[config.mk]
export PLATFORM = sky130hd
export DESIGN_NAME = clk_div_ctrl
export DESIGN_NICKNAME = d
export VERILOG_FILES = /design/src/rtl/clk_div_ctrl.sv
export SDC_FILE = /design/constraint.sdc
export NUM_CORES = 1
export LEC_CHECK = 0
export CORE_MARGIN = 2
export CORE_UTILIZATION = 45
export DETAILED_ROUTE_END_ITERATION = 10
export GPL_TIMING_DRIVEN = 0
export PLACE_DENSITY = 0.7
export SYNTH_ARGS = -nofsm -noshare
export SYNTH_HDL_FRONTEND = slang
export SYNTH_SLANG_ARGS = --single-unit
[constraint.sdc]
create_clock -name i_clk -period 2.25 [get_ports i_clk]
set_input_delay 0.3375 -clock i_clk [delete_from_list [all_inputs] [get_ports i_clk]]
set_output_delay 0.3375 -clock i_clk [all_outputs]
set_load 0.05 [all_outputs]
[src/rtl/clk_div_ctrl.sv]
// Glitch-free ratio reconfiguration sequencer for clk_div.
// Define CLK_DIV_CTRL_TIMEOUT_EN to bound the WAIT_LOW phase.
module clk_div_ctrl #(
  parameter int RATIO_WIDTH    = 8,
  parameter int DEFAULT_RATIO  = 2,
  parameter int RST_CYCLES     = 2,
  parameter int SETTLE_CYCLES  = 4,
  parameter int TIMEOUT_CYCLES = 512
) (
  input  logic                   i_clk,
  input  logic                   i_rst,
  input  logic                   i_req_valid,
  input  logic [RATIO_WIDTH-1:0] i_req_ratio,
  output logic                   o_req_ready,
  input  logic                   i_div_clk,
  output logic [RATIO_WIDTH-1:0] o_div_ratio,
  output logic                   o_div_rst_n,
  output logic                   o_clk_en,
  output logic                   o_busy,
  output logic                   o_err
);

  localparam int RS_MAX =
    (RST_CYCLES > SETTLE_CYCLES) ? RST_CYCLES : SETTLE_CYCLES;
`ifdef CLK_DIV_CTRL_TIMEOUT_EN
  localparam int CNT_MAX =
    (TIMEOUT_CYCLES > RS_MAX) ? TIMEOUT_CYCLES : RS_MAX;
`else
  localparam int CNT_MAX = RS_MAX;
`endif
  localparam int CW = $clog2(CNT_MAX + 1);

  localparam logic [RATIO_WIDTH-1:0] DEF_R =
    RATIO_WIDTH'(DEFAULT_RATIO);
  localparam logic [RATIO_WIDTH-1:0] MIN_R =
    RATIO_WIDTH'(2);

  if (DEFAULT_RATIO < 2 || RST_CYCLES < 1 ||
      SETTLE_CYCLES < 1 || TIMEOUT_CYCLES < 1) begin : g_bad_param
    $error("clk_div_ctrl: illegal parameter value");
  end

  typedef enum logic [2:0] {
    S_RST,
    S_SETTLE,
    S_IDLE,
    S_WAIT,
    S_GATE
  } state_t;

  state_t                 state;
  logic [CW-1:0]          cnt;
  logic [RATIO_WIDTH-1:0] pend;

  // Reset is itself an entry into RST, so the counter starts loaded.
  always_ff @(posedge i_clk or posedge i_rst) begin
    if (i_rst) begin
      state       <= S_RST;
      cnt         <= CW'(RST_CYCLES - 1);
      pend        <= DEF_R;
      o_div_ratio <= DEF_R;
      o_div_rst_n <= 1'b0;
      o_clk_en    <= 1'b0;
      o_req_ready <= 1'b0;
      o_busy      <= 1'b1;
      o_err       <= 1'b0;
    end else begin
      o_err <= 1'b0;
      unique case (state)
        S_IDLE: begin
          if (i_req_valid) begin
            if (i_req_ratio < MIN_R) begin
              o_err <= 1'b1;
            end else if (i_req_ratio != o_div_ratio) begin
              pend        <= i_req_ratio;
              state       <= S_WAIT;
              o_req_ready <= 1'b0;
              o_busy      <= 1'b1;
`ifdef CLK_DIV_CTRL_TIMEOUT_EN
              cnt         <= CW'(TIMEOUT_CYCLES - 1);
`endif
            end
          end
        end
        S_WAIT: begin
          if (!i_div_clk) begin
            state    <= S_GATE;
            o_clk_en <= 1'b0;
`ifdef CLK_DIV_CTRL_TIMEOUT_EN
          end else if (cnt == '0) begin
            state    <= S_GATE;
            o_clk_en <= 1'b0;
            o_err    <= 1'b1;
          end else begin
            cnt <= cnt - 1'b1;
`endif
          end
        end
        S_GATE: begin
          state       <= S_RST;
          o_div_ratio <= pend;
          o_div_rst_n <= 1'b0;
          cnt         <= CW'(RST_CYCLES - 1);
        end
        S_RST: begin
          if (cnt == '0) begin
            state       <= S_SETTLE;
            o_div_rst_n <= 1'b1;
            cnt         <= CW'(SETTLE_CYCLES - 1);
          end else begin
            cnt <= cnt - 1'b1;
          end
        end
        S_SETTLE: begin
          if (cnt == '0) begin
            state       <= S_IDLE;
            o_clk_en    <= 1'b1;
            o_req_ready <= 1'b1;
            o_busy      <= 1'b0;
          end else begin
            cnt <= cnt - 1'b1;
          end
        end
        default: state <= S_RST;
      endcase
    end
  end

endmodule

# After elaboration in Yosys (flattened, before gate mapping)
# Cells that the tools add are included.
[totals] register_bits=27 in_bits=12 out_inout_bits=13
[classes] muxes=26 n_reduce_logical=12 addsub=1 magnitude_cmp=1 bitwise=1 n_eq_ne=12
[op_table] op="two-way mux 3 bit" n=8
[op_table] op="inequality test 2 bit (second input constant)" n=7
[op_table] op="two-way mux 1 bit" n=12
[op_table] op="case mux 3 bit (4 select lines)" n=1
[op_table] op="case mux 3 bit (3 select lines)" n=1
[op_table] op="< comparator 8 x 2 -> 1 bit (second input constant)" n=1
[op_table] op="inequality test 8 bit" n=1
[op_table] op="case mux 1 bit (2 select lines)" n=4
[op_table] op="equality test 3 x 2 -> 1 bit (second input constant)" n=2
[op_table] op="zero test 3 bit" n=2
[op_table] op="AND reduction 6 bit" n=1
[op_table] op="nonzero test 2 bit" n=3
[op_table] op="AND reduction 5 bit" n=1
[op_table] op="AND reduction 2 bit" n=2
[op_table] op="AND reduction 4 bit" n=1
[op_table] op="equality test 3 x 1 -> 1 bit (second input constant)" n=1
[op_table] op="equality test 3 bit (second input constant)" n=1
[op_table] op="AND reduction 3 bit" n=1
[op_table] op="nonzero test 3 bit" n=1
[op_table] op="subtractor 3 x 1 -> 3 bit (second input constant)" n=1
[op_table] op="NOT 1 bit" n=1

# Logic depth before layout (Yosys ltp)
# Gate-level depths: netlist (run 1).
[logic_depth] depth_word=5 mapped_depth=6 ltp_nobuf=6

# Worst setup path before layout (run 1)
# OpenSTA, ideal clock, no wires.
[synth_timing] kind="reg-to-reg" startpoint="reg o_div_ratio[7]" endpoint="reg pend[0]" n_path_buf=0 setup_ns=0.125 stages_incl_launch_ff=5 setup_slack_ns=0.447 arrival_ns=1.678 cell_sequence="dfrtp_1 > xnor2_1 > nand4_1 > o211ai_4 > mux2_2"
[synth_via] elab_chain_len=2
[synth_rtl] element="start, declared" line_no="16" source="output logic [RATIO_WIDTH-1:0] o_div_ratio,"
[synth_rtl] element="start signal, assigned" line_no="101" source="o_div_ratio <= pend;"
[synth_rtl] element="inequality test 8 bit" line_no="74" source="end else if (i_req_ratio != o_div_ratio) begin"
[synth_rtl] element="AND reduction 4 bit (no line)"
[synth_rtl] element="end signal, assigned" line_no="75" source="pend <= i_req_ratio;"
[synth_rtl] element="end, declared" line_no="53" source="logic [RATIO_WIDTH-1:0] pend;"
# Every way passes these cells.
# A chain may end at the register's enable or synchronous reset.

# Final worst setup path (run 1)
[layout_timing] startpoint="reg o_div_ratio[1]" endpoint="out o_div_ratio[1]"
# No word-level cell between the ends.

==> results of run 1 <==
[synthesized netlist by cell type]
cell type	instances
a21oi_1	8
o21ai_0	4
nor4_1	4
and3_1	1
nor3_2	1
o2111ai_1	1
and2_0	1
nand2_1	3
nand4_1	2
nor3_1	2
clkbuf_1	1
dfrtp_1	23
nor2_1	4
buf_2	3
ha_1	2
o22ai_1	1
nor2b_1	1
o211ai_4	1
a22oi_1	1
a22o_2	1
dfstp_2	4
a221oi_1	2
inv_1	8
xnor2_1	8
mux2_2	16
o21bai_1	1
o31ai_1	1
[sequential cells by signal, summed over array words and instances, names as in the netlist]
signal       flops
cnt              3
o_busy           1
o_clk_en         1
o_div_ratio      8
o_div_rst_n      1
o_err            1
o_req_ready      1
pend             8
state            3
[final timing paths]
path	slack, ns	endpoint	start	depth (start not counted)
max in group asynchronous	1.11	o_div_ratio[6]	i_rst	2
setup / recovery	0.23	o_div_ratio[1]	o_div_ratio[1]	1
hold reg to reg	0.50	o_busy	o_busy	2
hold / removal	0.50	o_busy	o_busy	2
setup reg to reg	0.40	state[0]	cnt[0]	6
min in group asynchronous	0.54	cnt[1]	i_rst	2
[stage by stage]
stage,cells,hold WS (ns)
2_1_floorplan,105,0.387
3_3_place_gp,160,0.476
3_5_place_dp,160,0.481
4_1_cts,164,0.507
5_1_grt,164,0.526
6_report,164,0.500
[layer usage]
metal	up-vias	GRT usage [%]	part of all wire [%]
li1	430	-	-
met1	453	20.4	42
met2	15	28.6	54
met3	2	2.53	3.8
met4	0	6.31	0.55
met5	-	0	0
[cells by family (layout without fill, tap and decap cells)]
group                      Yosys count  count (layout)
AOI/OAI and AO/OA                   21              21
xor gates and xnor gates             8               8
adders and majority gates            2               2
buffers and inverters               12              40
DFF                                 27              27
muxes                               16              16
and+or+nand+nor                     19              19
[power by group]
group | leakage (nW) | switching (mW) | internal [mW]
clock | 0.0150 | 0.132 | 0.0693
combinational | 0.340 | 0.689 | 0.480
sequential | 0.328 | 0.147 | 0.729
total | 0.684 | 0.968 | 1.28
[area by class of cell]
class / instances / area (um^2)
Timing Repair Buffer: 24 / 240
Clock buffer: 4 / 26.3
Buffer: 4 / 18.8
Tap cell: 31 / 38.8
Fill cell: 234 / 1150
Multi-Input combinational cell: 66 / 524
Sequential cell: 27 / 681
Inverter: 8 / 30.0
==> summary.md, run 1 <==
| Metric | Value |
|---|---|
| Status | finished clean |
| Die Span Y | 56.8 um |
| DP HPWL | 1.72 mm |
| Post-synthesis adder-cell area fraction | 2.00% |
| Row cnt | 19 |
| Vias in the first global route | 947 |
| Postcts setup bufs | 0 |
| Top post-synthesis cells by area | dfrtp_1, mux2_2, dfstp_2 |
| Full die area | 0.00322 mm^2 |
| CP max FO | 3 |
| Htree depth | 1 |
| Final Wtd Congestion | 0.745 |
| Slowest cell on crit path | clkdlybuf4s50_1 |
| Core area | 0.00271 mm^2 |
| CTS tree | yes |
| Design area | 0.00156 mm^2 |
| Total routed wirelength | 2.35 mm |
| Area after DPL | 0.00153 mm^2 |
| Area leader, netlist | dfrtp_1 |
| Drt drc | 0 |
| Fin Setup TNS | 0 ns |
| Clock Path Buffers | 2 |
| Most frequent cells in the layout | clkdlybuf4s50_1, dfrtp_1, mux2_2 |
| Post-Syn Nets | 119 |
| Synthesized cell area | 0.00125 mm^2 |
| Max Cap Viol | 0 |
| RSZ-0062 raised after global routing | false |
| Crit Path Class | reg2out |
| Crit path largest cell delay | 0.80 ns |
| Mux cell area share after synthesis | 14.4% |
| Req. time, crit path | 1.91 ns |
| Nets@finish | 148 |
| PwrDens | 1440 mW/mm^2 |
| Post-CTS Resized | 0 |
| Post-synthesis compound-gate area fraction | 11.7% |
| Total grt overflow | 0 |
| Port Buffer Count | 24 |
| Synth top area share | 45.9% |
| Detail Route Antenna Nets | 0 |
| IO Pins | 25 |
| Layout cell share with drive strength beyond 1 | 21.8% |
| Critical-path cell list | clkdlybuf4s50_1 |
| Clk slew on worst S/H paths | 0.14 ns |
| Die X-Extent | 56.8 um |
| Cell leakage power | 0.684 nW |
| Power Total | 2.25 mW |
| CTS sink count | 27 |
| Worst-Margin Slew | 1.00 ns |
| Synth unique cells | 27 |
| Post-Synth Simple-Gate Area | 8.18% |
| Gr usage total | 16.4% |
| DRT iter0 DRCs | 37 |
| Cts hold-fix bufs | 0 |
| Worst Clk Skew | 0.00705 ns |
| Largest net degree at the start of global routing | 28 |
| Setup WS pre-CTS | 0.0858 ns |
| Critical Path AT | 1.68 ns |
| Sequential share of the synthesized area | 54.3% |
| Crit share post-route | 89.7% |
| Diode count | 0 |
| Top delay family on crit path | buffers and inverters |
| Antenna violations before repair | 0 |
| Area growth, synth to finish | 24.4% |
| Max Fclk | 0.495 GHz |
| Final Hold Viols | 0 |
| Commonest non-fill, non-tap cell in the layout | clkdlybuf4s50_1 |
| Worst setup EP type | primary output |
| WP buf/inv | 1 |
| Layout Utilization | 57.5% |
| Post-Synthesis Cells | 105 |
| Worst setup SP type | register |
| Maximum vdd drop | 0.000829 V |
| Number of buffers created by CTS | 3 |
| Wirelength per Cell | 14.3 um |
| Slew HR | 33.3% |
| First-pass DRT Iterations | 4 |
| Final setup vio count | 0 |
| Root Driver | clkbuf_4 |
| Initial Util | 46.3% |
| Vias/cell | 5.49 |
| First-pass GRT wire length | 4.11 mm |
| Latest clock arrival within the worst-skew pair | 0.32 ns |
| Syn_area_per_cell | 11.9 um^2 |
| Final worst path period need | 2.02 ns |
| Warnings from Yosys | 0 |
| Worst Hold Class | reg2reg |
| XOR/XNOR Fraction of Synth Area | 5.59% |
| Final WS setup | 0.231 ns |
| Final slew viol count | 0 |
| DR vias | 900 |
| Largest family of logic cells by synthesized area | multiplexers |
| Synth Register Bits | 27 |
Note: power is estimated with default switching activity, not from simulation.
==> run 2: changes to the inputs <==
Settings changed: HOLD_SLACK_MARGIN from default to 0.03.
==> results of run 2 <==
No change in the layout: final DEF, timing and power equal those of run 1.
